## config.mk

```make
export PLATFORM = sky130hd
export DESIGN_NAME = baccarat_hand_sequencer_flat
export DESIGN_NICKNAME = d
export VERILOG_FILES = /design/src/rtl/baccarat_hand_sequencer_if.sv /design/src/rtl/baccarat_hand_sequencer.sv /design/src/flat_wrapper.sv
export SDC_FILE = /design/constraint.sdc
export NUM_CORES = 1
export LEC_CHECK = 0
export ABC_CLOCK_PERIOD_IN_PS = 3200
export CORE_MARGIN = 5
export CORE_UTILIZATION = 45
export DETAILED_ROUTE_END_ITERATION = 8
export PLACE_DENSITY_LB_ADDON = 0.12
export SLEW_MARGIN = 10
export SYNTH_ARGS = -nofsm -noshare
export SYNTH_HDL_FRONTEND = slang
export SYNTH_SLANG_ARGS = --single-unit
```

## constraint.sdc

```tcl
create_clock -name slow_clock -period 3.2 [get_ports slow_clock]
set_input_delay 0.32 -clock slow_clock [delete_from_list [all_inputs] [get_ports slow_clock]]
set_output_delay 0.32 -clock slow_clock [all_outputs]
set_load 0.01 [all_outputs]
```

## src/rtl/baccarat_hand_sequencer_if.sv

```systemverilog
// rtl/baccarat_hand_sequencer_if.sv - card/score datapath handshake bundle for the hand sequencer
interface baccarat_hand_sequencer_if;
    logic [3:0] pscore;
    logic [3:0] dscore;
    logic [3:0] pcard3;
    logic       load_pcard1;
    logic       load_pcard2;
    logic       load_pcard3;
    logic       load_dcard1;
    logic       load_dcard2;
    logic       load_dcard3;
    logic       player_win_light;
    logic       dealer_win_light;

    // master: the sequencer; slave: the card/score datapath
    modport master (
        input  pscore, dscore, pcard3,
        output load_pcard1, load_pcard2, load_pcard3,
        output load_dcard1, load_dcard2, load_dcard3,
        output player_win_light, dealer_win_light
    );

    modport slave (
        output pscore, dscore, pcard3,
        input  load_pcard1, load_pcard2, load_pcard3,
        input  load_dcard1, load_dcard2, load_dcard3,
        input  player_win_light, dealer_win_light
    );
endinterface

```

## src/rtl/baccarat_hand_sequencer.sv

```systemverilog
// rtl/baccarat_hand_sequencer.sv - baccarat deal/draw controller; HAND_COUNT_EN adds hand_count
module baccarat_hand_sequencer (
    input  logic                        slow_clock,
    input  logic                        resetb,
`ifdef HAND_COUNT_EN
    output logic [7:0]                  hand_count,
`endif
    baccarat_hand_sequencer_if.master   bus
);

    typedef enum logic [3:0] {
        S_RST,
        S_P1,
        S_D1,
        S_P2,
        S_D2,
        S_EV1,
        S_P3,
        S_EV2,
        S_D3,
        S_DONE
    } state_t;

    state_t     state;
    state_t     state_nx;
    logic       done_q;
    logic [3:0] p3_value;
    logic       dealer_hit;

    // Face and ten cards count as zero; out-of-range codes fold to zero too.
    always_comb begin
        p3_value = 4'd0;
        if (bus.pcard3 >= 4'd1 && bus.pcard3 <= 4'd9)
            p3_value = bus.pcard3;
    end

    always_comb begin
        dealer_hit = 1'b0;
        case (bus.dscore)
            4'd0, 4'd1, 4'd2: dealer_hit = 1'b1;
            4'd3:             dealer_hit = (p3_value != 4'd8);
            4'd4:             dealer_hit = (p3_value >= 4'd2) && (p3_value <= 4'd7);
            4'd5:             dealer_hit = (p3_value >= 4'd4) && (p3_value <= 4'd7);
            4'd6:             dealer_hit = (p3_value >= 4'd6) && (p3_value <= 4'd7);
            default:          dealer_hit = 1'b0;
        endcase
    end

    always_comb begin
        state_nx = state;
        case (state)
            S_RST:  state_nx = S_P1;
            S_P1:   state_nx = S_D1;
            S_D1:   state_nx = S_P2;
            S_P2:   state_nx = S_D2;
            S_D2:   state_nx = S_EV1;
            S_EV1: begin
                // Scores of 8 and above (including illegal 10-15) end the hand as naturals.
                if (bus.pscore >= 4'd8 || bus.dscore >= 4'd8)
                    state_nx = S_DONE;
                else if (bus.pscore <= 4'd5)
                    state_nx = S_P3;
                else if (bus.dscore <= 4'd5)
                    state_nx = S_D3;
                else
                    state_nx = S_DONE;
            end
            S_P3:   state_nx = S_EV2;
            S_EV2:  state_nx = dealer_hit ? S_D3 : S_DONE;
            S_D3:   state_nx = S_DONE;
            S_DONE: state_nx = S_DONE;
            default: state_nx = S_RST;
        endcase
    end

    // Strobes are registered decodes of the next state, so they track the current state exactly.
    always_ff @(posedge slow_clock) begin
        if (!resetb) begin
            state           <= S_RST;
            bus.load_pcard1 <= 1'b0;
            bus.load_dcard1 <= 1'b0;
            bus.load_pcard2 <= 1'b0;
            bus.load_dcard2 <= 1'b0;
            bus.load_pcard3 <= 1'b0;
            bus.load_dcard3 <= 1'b0;
            done_q          <= 1'b0;
        end else begin
            state           <= state_nx;
            bus.load_pcard1 <= (state_nx == S_P1);
            bus.load_dcard1 <= (state_nx == S_D1);
            bus.load_pcard2 <= (state_nx == S_P2);
            bus.load_dcard2 <= (state_nx == S_D2);
            bus.load_pcard3 <= (state_nx == S_P3);
            bus.load_dcard3 <= (state_nx == S_D3);
            done_q          <= (state_nx == S_DONE);
        end
    end

`ifdef HAND_COUNT_EN
    always_ff @(posedge slow_clock) begin
        if (!resetb)
            hand_count <= 8'd0;
        else if (state != S_DONE && state_nx == S_DONE && hand_count != 8'hFF)
            hand_count <= hand_count + 8'd1;
    end
`endif

    // Ties light both lamps.
    assign bus.player_win_light = done_q && (bus.pscore >= bus.dscore);
    assign bus.dealer_win_light = done_q && (bus.dscore >= bus.pscore);

endmodule
```

## src/flat_wrapper.sv

```systemverilog
// flat-port wrapper written by rule: the top's interface ports become plain ports
module baccarat_hand_sequencer_flat 
  (slow_clock, resetb, bus_pscore, bus_dscore, bus_pcard3, bus_load_pcard1, bus_load_pcard2, bus_load_pcard3, bus_load_dcard1, bus_load_dcard2, bus_load_dcard3, bus_player_win_light, bus_dealer_win_light);
  baccarat_hand_sequencer_if bus_i ();
  input  logic slow_clock;
  input  logic resetb;
  input wire logic [$bits(bus_i.pscore)-1:0] bus_pscore;
  input wire logic [$bits(bus_i.dscore)-1:0] bus_dscore;
  input wire logic [$bits(bus_i.pcard3)-1:0] bus_pcard3;
  output wire logic [$bits(bus_i.load_pcard1)-1:0] bus_load_pcard1;
  output wire logic [$bits(bus_i.load_pcard2)-1:0] bus_load_pcard2;
  output wire logic [$bits(bus_i.load_pcard3)-1:0] bus_load_pcard3;
  output wire logic [$bits(bus_i.load_dcard1)-1:0] bus_load_dcard1;
  output wire logic [$bits(bus_i.load_dcard2)-1:0] bus_load_dcard2;
  output wire logic [$bits(bus_i.load_dcard3)-1:0] bus_load_dcard3;
  output wire logic [$bits(bus_i.player_win_light)-1:0] bus_player_win_light;
  output wire logic [$bits(bus_i.dealer_win_light)-1:0] bus_dealer_win_light;
  assign bus_i.pscore = bus_pscore;
  assign bus_i.dscore = bus_dscore;
  assign bus_i.pcard3 = bus_pcard3;
  assign bus_load_pcard1 = bus_i.load_pcard1;
  assign bus_load_pcard2 = bus_i.load_pcard2;
  assign bus_load_pcard3 = bus_i.load_pcard3;
  assign bus_load_dcard1 = bus_i.load_dcard1;
  assign bus_load_dcard2 = bus_i.load_dcard2;
  assign bus_load_dcard3 = bus_i.load_dcard3;
  assign bus_player_win_light = bus_i.player_win_light;
  assign bus_dealer_win_light = bus_i.dealer_win_light;
  baccarat_hand_sequencer u_core (.slow_clock(slow_clock), .resetb(resetb), .bus(bus_i));
endmodule
```

# Yosys cells after proc, flatten, opt, wreduce, memory -nomap -nowiden
# Cells that the tools add are included.
# totals
ff_bits	11
out_inout_bits	8
word_cells	61
# classes
magnitude_cmp	12
n_eq_ne	23
mux	7
reduce_logical	11
# op_table
op	count
equality test 4 x 3 -> 1 bit, second input constant	9
case mux 4 bit (9 select lines)	1
equality test 4 x 2 -> 1 bit, second input constant	6
equality test 4 bit, second input constant	4
equality test 4 x 1 -> 1 bit, second input constant	3
less-or-equal comparator 4 x 3 -> 1 bit, second input constant	3
2-to-1 mux 4 bit	3
>= comparator 4 x 3 -> 1 bit, second input constant	2
>= comparator 4 bit	2
>= comparator 4 bit, second input constant	2
logical NOT 4 bit	2
logical AND 1 bit	6
case mux 1 bit (5 select lines)	1
>= comparator 4 x 1 -> 1 bit, second input constant	1
>= comparator 4 x 2 -> 1 bit, second input constant	1
less-or-equal comparator 4 bit, second input constant	1
inequality test 4 bit, second input constant	1
OR reduction 3 bit	1
2-to-1 mux 1 bit	2
OR reduction 2 bit	1
logical OR 1 bit	1

# Logic depth before layout (Yosys ltp)
# logic_depth
depth_word	9
mapped_depth	6
ltp_nobuf	6

# Worst setup path after synthesis
# Ideal clock, no wire load.
# synth_path
kind	in2out
from	input bus_dscore[1]
to	output bus_dealer_win_light
arrival_ns	1.356
path_slack_ns	1.524
cell_stages	6
cell_sequence	inv_1 ha_1 nor2b_1 o21a_1 o21a_1 o21ai_0
# synth_via
elab_chain_cells	2
# synth_lines
item	line_no	source
start: declaration	flat_wrapper.sv:8	input wire logic [$bits(bus_i.dscore)-1:0] bus_dscore;
>= comparator 4 bit	baccarat_hand_sequencer.sv:110	assign bus.dealer_win_light = done_q && (bus.dscore >= bus.pscore);
logical AND 1 bit	baccarat_hand_sequencer.sv:110	
end: declaration	flat_wrapper.sv:17	output wire logic [$bits(bus_i.dealer_win_light)-1:0] bus_dealer_win_light;
# Every way passes these cells.

# Worst setup path after layout
# layout_path
from	input bus_dscore[1]
to	output bus_player_win_light
# layout_via
elab_chain_cells	2
# layout_lines
item	line_no	source
>= comparator 4 bit	baccarat_hand_sequencer.sv:109	assign bus.player_win_light = done_q && (bus.pscore >= bus.dscore);
logical AND 1 bit	baccarat_hand_sequencer.sv:109	
end: declaration	flat_wrapper.sv:16	output wire logic [$bits(bus_i.player_win_light)-1:0] bus_player_win_light;
# Every way passes these cells.

==> results.md <==
### Finish
* Non-Filler Instances: 109
* ANT cells: 0
* Filler Cells Inserted: 120
* total area of multi-input combinational cells: 342 um2
* final net count: 113
* fraction of final layout cells with drive strength greater than 1: 3.19%
* sequential cell area in the final layout: 220 um2
* synthesis-to-finish area growth: 43.1%

### Power and ir drop
* Final Power: 0.307 mW
* Worst IR Drop VDD: 0.000227 V
* total power per unit cell area: 362 nW/um2
* reported leakage power: 0.336 nW

### Global routing
* initial antenna violation count: 0
* gr ovfl total: 0
* first-pass GRT wire length: 2100 um
* number of global-route vias before repair: 531
* global routing usage summed across all routing layers: 14.0%
* pin count of the biggest net entering global routing: 9

### Yosys
* ys async rst share: 0%
* number of nets produced by synthesis: 87
* number of unique standard cell types used by synthesis: 26
* leading area contributor after synthesis: sky130_fd_sc_hd__dfxtp_1
* dominant cells by area after synthesis: sky130_fd_sc_hd__dfxtp_1 37%, sky130_fd_sc_hd__ha_1 8.5%, sky130_fd_sc_hd__nand2b_1 6.3%
* top-area cell type share of the netlist area: 37.2%
* Synth Flop Type: sky130_fd_sc_hd__dfxtp_1
* sequential share of the synthesized area: 37.2%
* area of the mapped netlist: 592 um2
* Post-Syn Instances: 69
* Synthesis Warnings: 0
* per-instance average area after synthesis: 8.58 um2
* number of register bits inferred by synthesis: 11
* number of enable-type register cells in the synthesized netlist: 0

### Die
* number of cell rows: 13
* Starting Density: 46.6%
* number of top-level pins: 22
* height of the die: 46.3 um
* core region area: 1270 um2
* horizontal die dimension: 46.3 um
* total die area: 2140 um2

### Critical path
* largest fanout on the critical path: 5
* cells traversed along the worst timing path: clkdlybuf4s50_1 > inv_1 > ha_1 > nor2b_1 > o21a_1 > o21a_1 > o31a_1 > clkdlybuf4s50_1
* CP Data Required Time: 2.88 ns
* Worst Setup End Kind: output pin
* WP data arrival: 2.42 ns
* critical setup path kind: primary input to output pin
* Slowest Stage Delay on Critical Path: 0.55 ns
* startpoint type of the worst setup path: primary input
* Top Family by Delay on Critical Path: buffers and inverters
* worst path buffer plus inverter count: 3
* cell with the largest stage delay on the worst path: sky130_fd_sc_hd__clkdlybuf4s50_1

### Status
* run status: finished, final reports clean

### Detailed routing
* number of antenna-violating nets in the routed design: 0
* average routed wire per standard cell: 11.9 um
* number of violations reported at the end of detailed-routing iteration 0: 4
* via count of the routed design: 563
* Total Routed Length: 1290 um
* Avg Vias per Cell: 5.17
* DRT Pass-1 Iters: 3
* DRC Markers: 0

### Flow run
* Maximum Capacitance Violations: 0

### Clock tree
* Clock Latency Late Sink: 0.26 ns
* Post-CTS Resized: 0
* cts bufs inserted: 3
* clock slew at reported path FFs: 0.06 ns
* CTS root buf: sky130_fd_sc_hd__clkbuf_4
* number of hold buffers added after CTS: 0
* number of sinks driven by the clock tree: 11
* setup repair bufs after CTS: 0
* TritonCTS clock tree: built
* CTS Buffer Depth: 2
* count of H-tree levels built during CTS: 1

### STA
* TNS Setup: 0 ns
* transition time at the pin with the least slew margin: 0.647 ns
* Final Hold Fails: 0
* final-layout worst hold slack: 0.531 ns
* max-slew headroom at the worst pin: 55.8%
* Final setup violation count: 0
* unrepaired setup endpoints after global routing: no
* period utilisation layout: 85.5%
* clock period minus final worst setup slack: 2.74 ns
* final slew viol count: 0
* Layout Skew: 0.000883 ns
* top achievable clock speed: 0.365 GHz

### Placed design
* quantity of I/O buffers inserted on ports: 21
* half-perimeter wire length after placement: 1110 um
* Cell Count Post-Placement: 105
* routability-driven placement congestion ratio: 0.810

### Worst hold path
* worst min-delay path category: flop to flop

==> metrics by stage <==
step / utilization, % / cell area, um2 / setup WS (ns)
CTS: 66.8 / 847 / 0.460
global placement: 64.7 / 821 / 0.515
global route: 66.8 / 847 / 0.361
finish: 66.8 / 847 / 0.464
floorplan: - / 592 / 1.52
detailed placement: 64.7 / 821 / 0.463
==> cells in the final DEF, fill, tap and decap left out, drive strengths merged <==
master	count
a2111o	1
a2111oi	1
a211o	2
a211oi	1
a21oi	3
a31oi	1
and2	1
and4	1
clkbuf	4
clkdlybuf4s50	21
dfxtp	11
ha	4
inv	8
nand2	2
nand2b	6
nand4	1
nor2	6
nor2b	2
nor3	3
nor3b	2
nor4	1
nor4b	2
nor4bb	1
o21a	2
o21ai	4
o31a	1
o31ai	1
or3b	1
==> Yosys cell counts (2+ instances only) <==
library cell,number
sky130_fd_sc_hd__nand2b_1,6
sky130_fd_sc_hd__o21ai_0,4
sky130_fd_sc_hd__dfxtp_1,11
sky130_fd_sc_hd__nor2b_1,2
sky130_fd_sc_hd__inv_1,8
sky130_fd_sc_hd__o21a_1,2
sky130_fd_sc_hd__a211o_1,2
sky130_fd_sc_hd__nor4b_1,2
sky130_fd_sc_hd__nand2_1,2
sky130_fd_sc_hd__a21oi_1,3
sky130_fd_sc_hd__nor3b_1,2
sky130_fd_sc_hd__nor3_1,3
sky130_fd_sc_hd__ha_1,4
sky130_fd_sc_hd__nor2_1,6
==> sequential cells by signal (all words and copies together), names as in the netlist <==
signal / flops
u_core.bus.load_pcard2: 1
u_core.bus.load_pcard1: 1
u_core.bus.load_pcard3: 1
u_core.state: 4
u_core.bus.load_dcard2: 1
u_core.done_q: 1
u_core.bus.load_dcard1: 1
u_core.bus.load_dcard3: 1
==> path summary, 6_finish.rpt <==
kind | from | endpoint | slack [ns] | cells past startpoint
setup / recovery | bus_dscore[1] | bus_player_win_light | 0.46 | 8
hold / removal | u_core.state[0] | u_core.bus.load_pcard1 | 0.53 | 1
setup reg to reg | u_core.state[1] | u_core.done_q | 1.80 | 4
hold reg to reg | u_core.state[0] | u_core.bus.load_pcard1 | 0.53 | 1
==> final cells by class <==
cell class              count  share of cell area [%]
multi-input cells          50                    40.3
flip-flops and latches     11                    26.0
repair buffers             21                    24.8
inverters                   8                    3.55
clock buffers               4                    3.10
well taps                  15                    2.22
==> worst reg2reg max path, stage by stage (launching register included) <==
cell,delay [ns]
sky130_fd_sc_hd__dfxtp_1,0.36
sky130_fd_sc_hd__a2111oi_0,0.54
sky130_fd_sc_hd__o31ai_1,0.14
sky130_fd_sc_hd__nand2_1,0.13
sky130_fd_sc_hd__o21ai_0,0.11
==> power by group <==
group	switching, mW	internal [mW]
combinational	0.0291	0.0373
sequential	0.00588	0.145
clock	0.0418	0.0482
==> cell families (layout without fill, tap and decap cells) <==
logic type	after synthesis	in the layout	synth area share, %
buf+inv	8	33	5.07
simple gates	29	29	29.4
fa+ha+maj	4	4	8.46
flops	11	11	37.2
compound gates	17	17	19.9
==> metal layers <==
metal / part of all wire [%] / GRT usage (%) / wire, um / up-vias
li1: - / - / - / 305
met4: 0.46 / 1.70 / 6 / 0
met1: 43 / 14.5 / 559 / 242
met3: 7.6 / 6.25 / 98 / 2
met2: 49 / 26.1 / 628 / 14
met5: 0 / 0 / 0 / -
(Power assumes the default switching activity.)
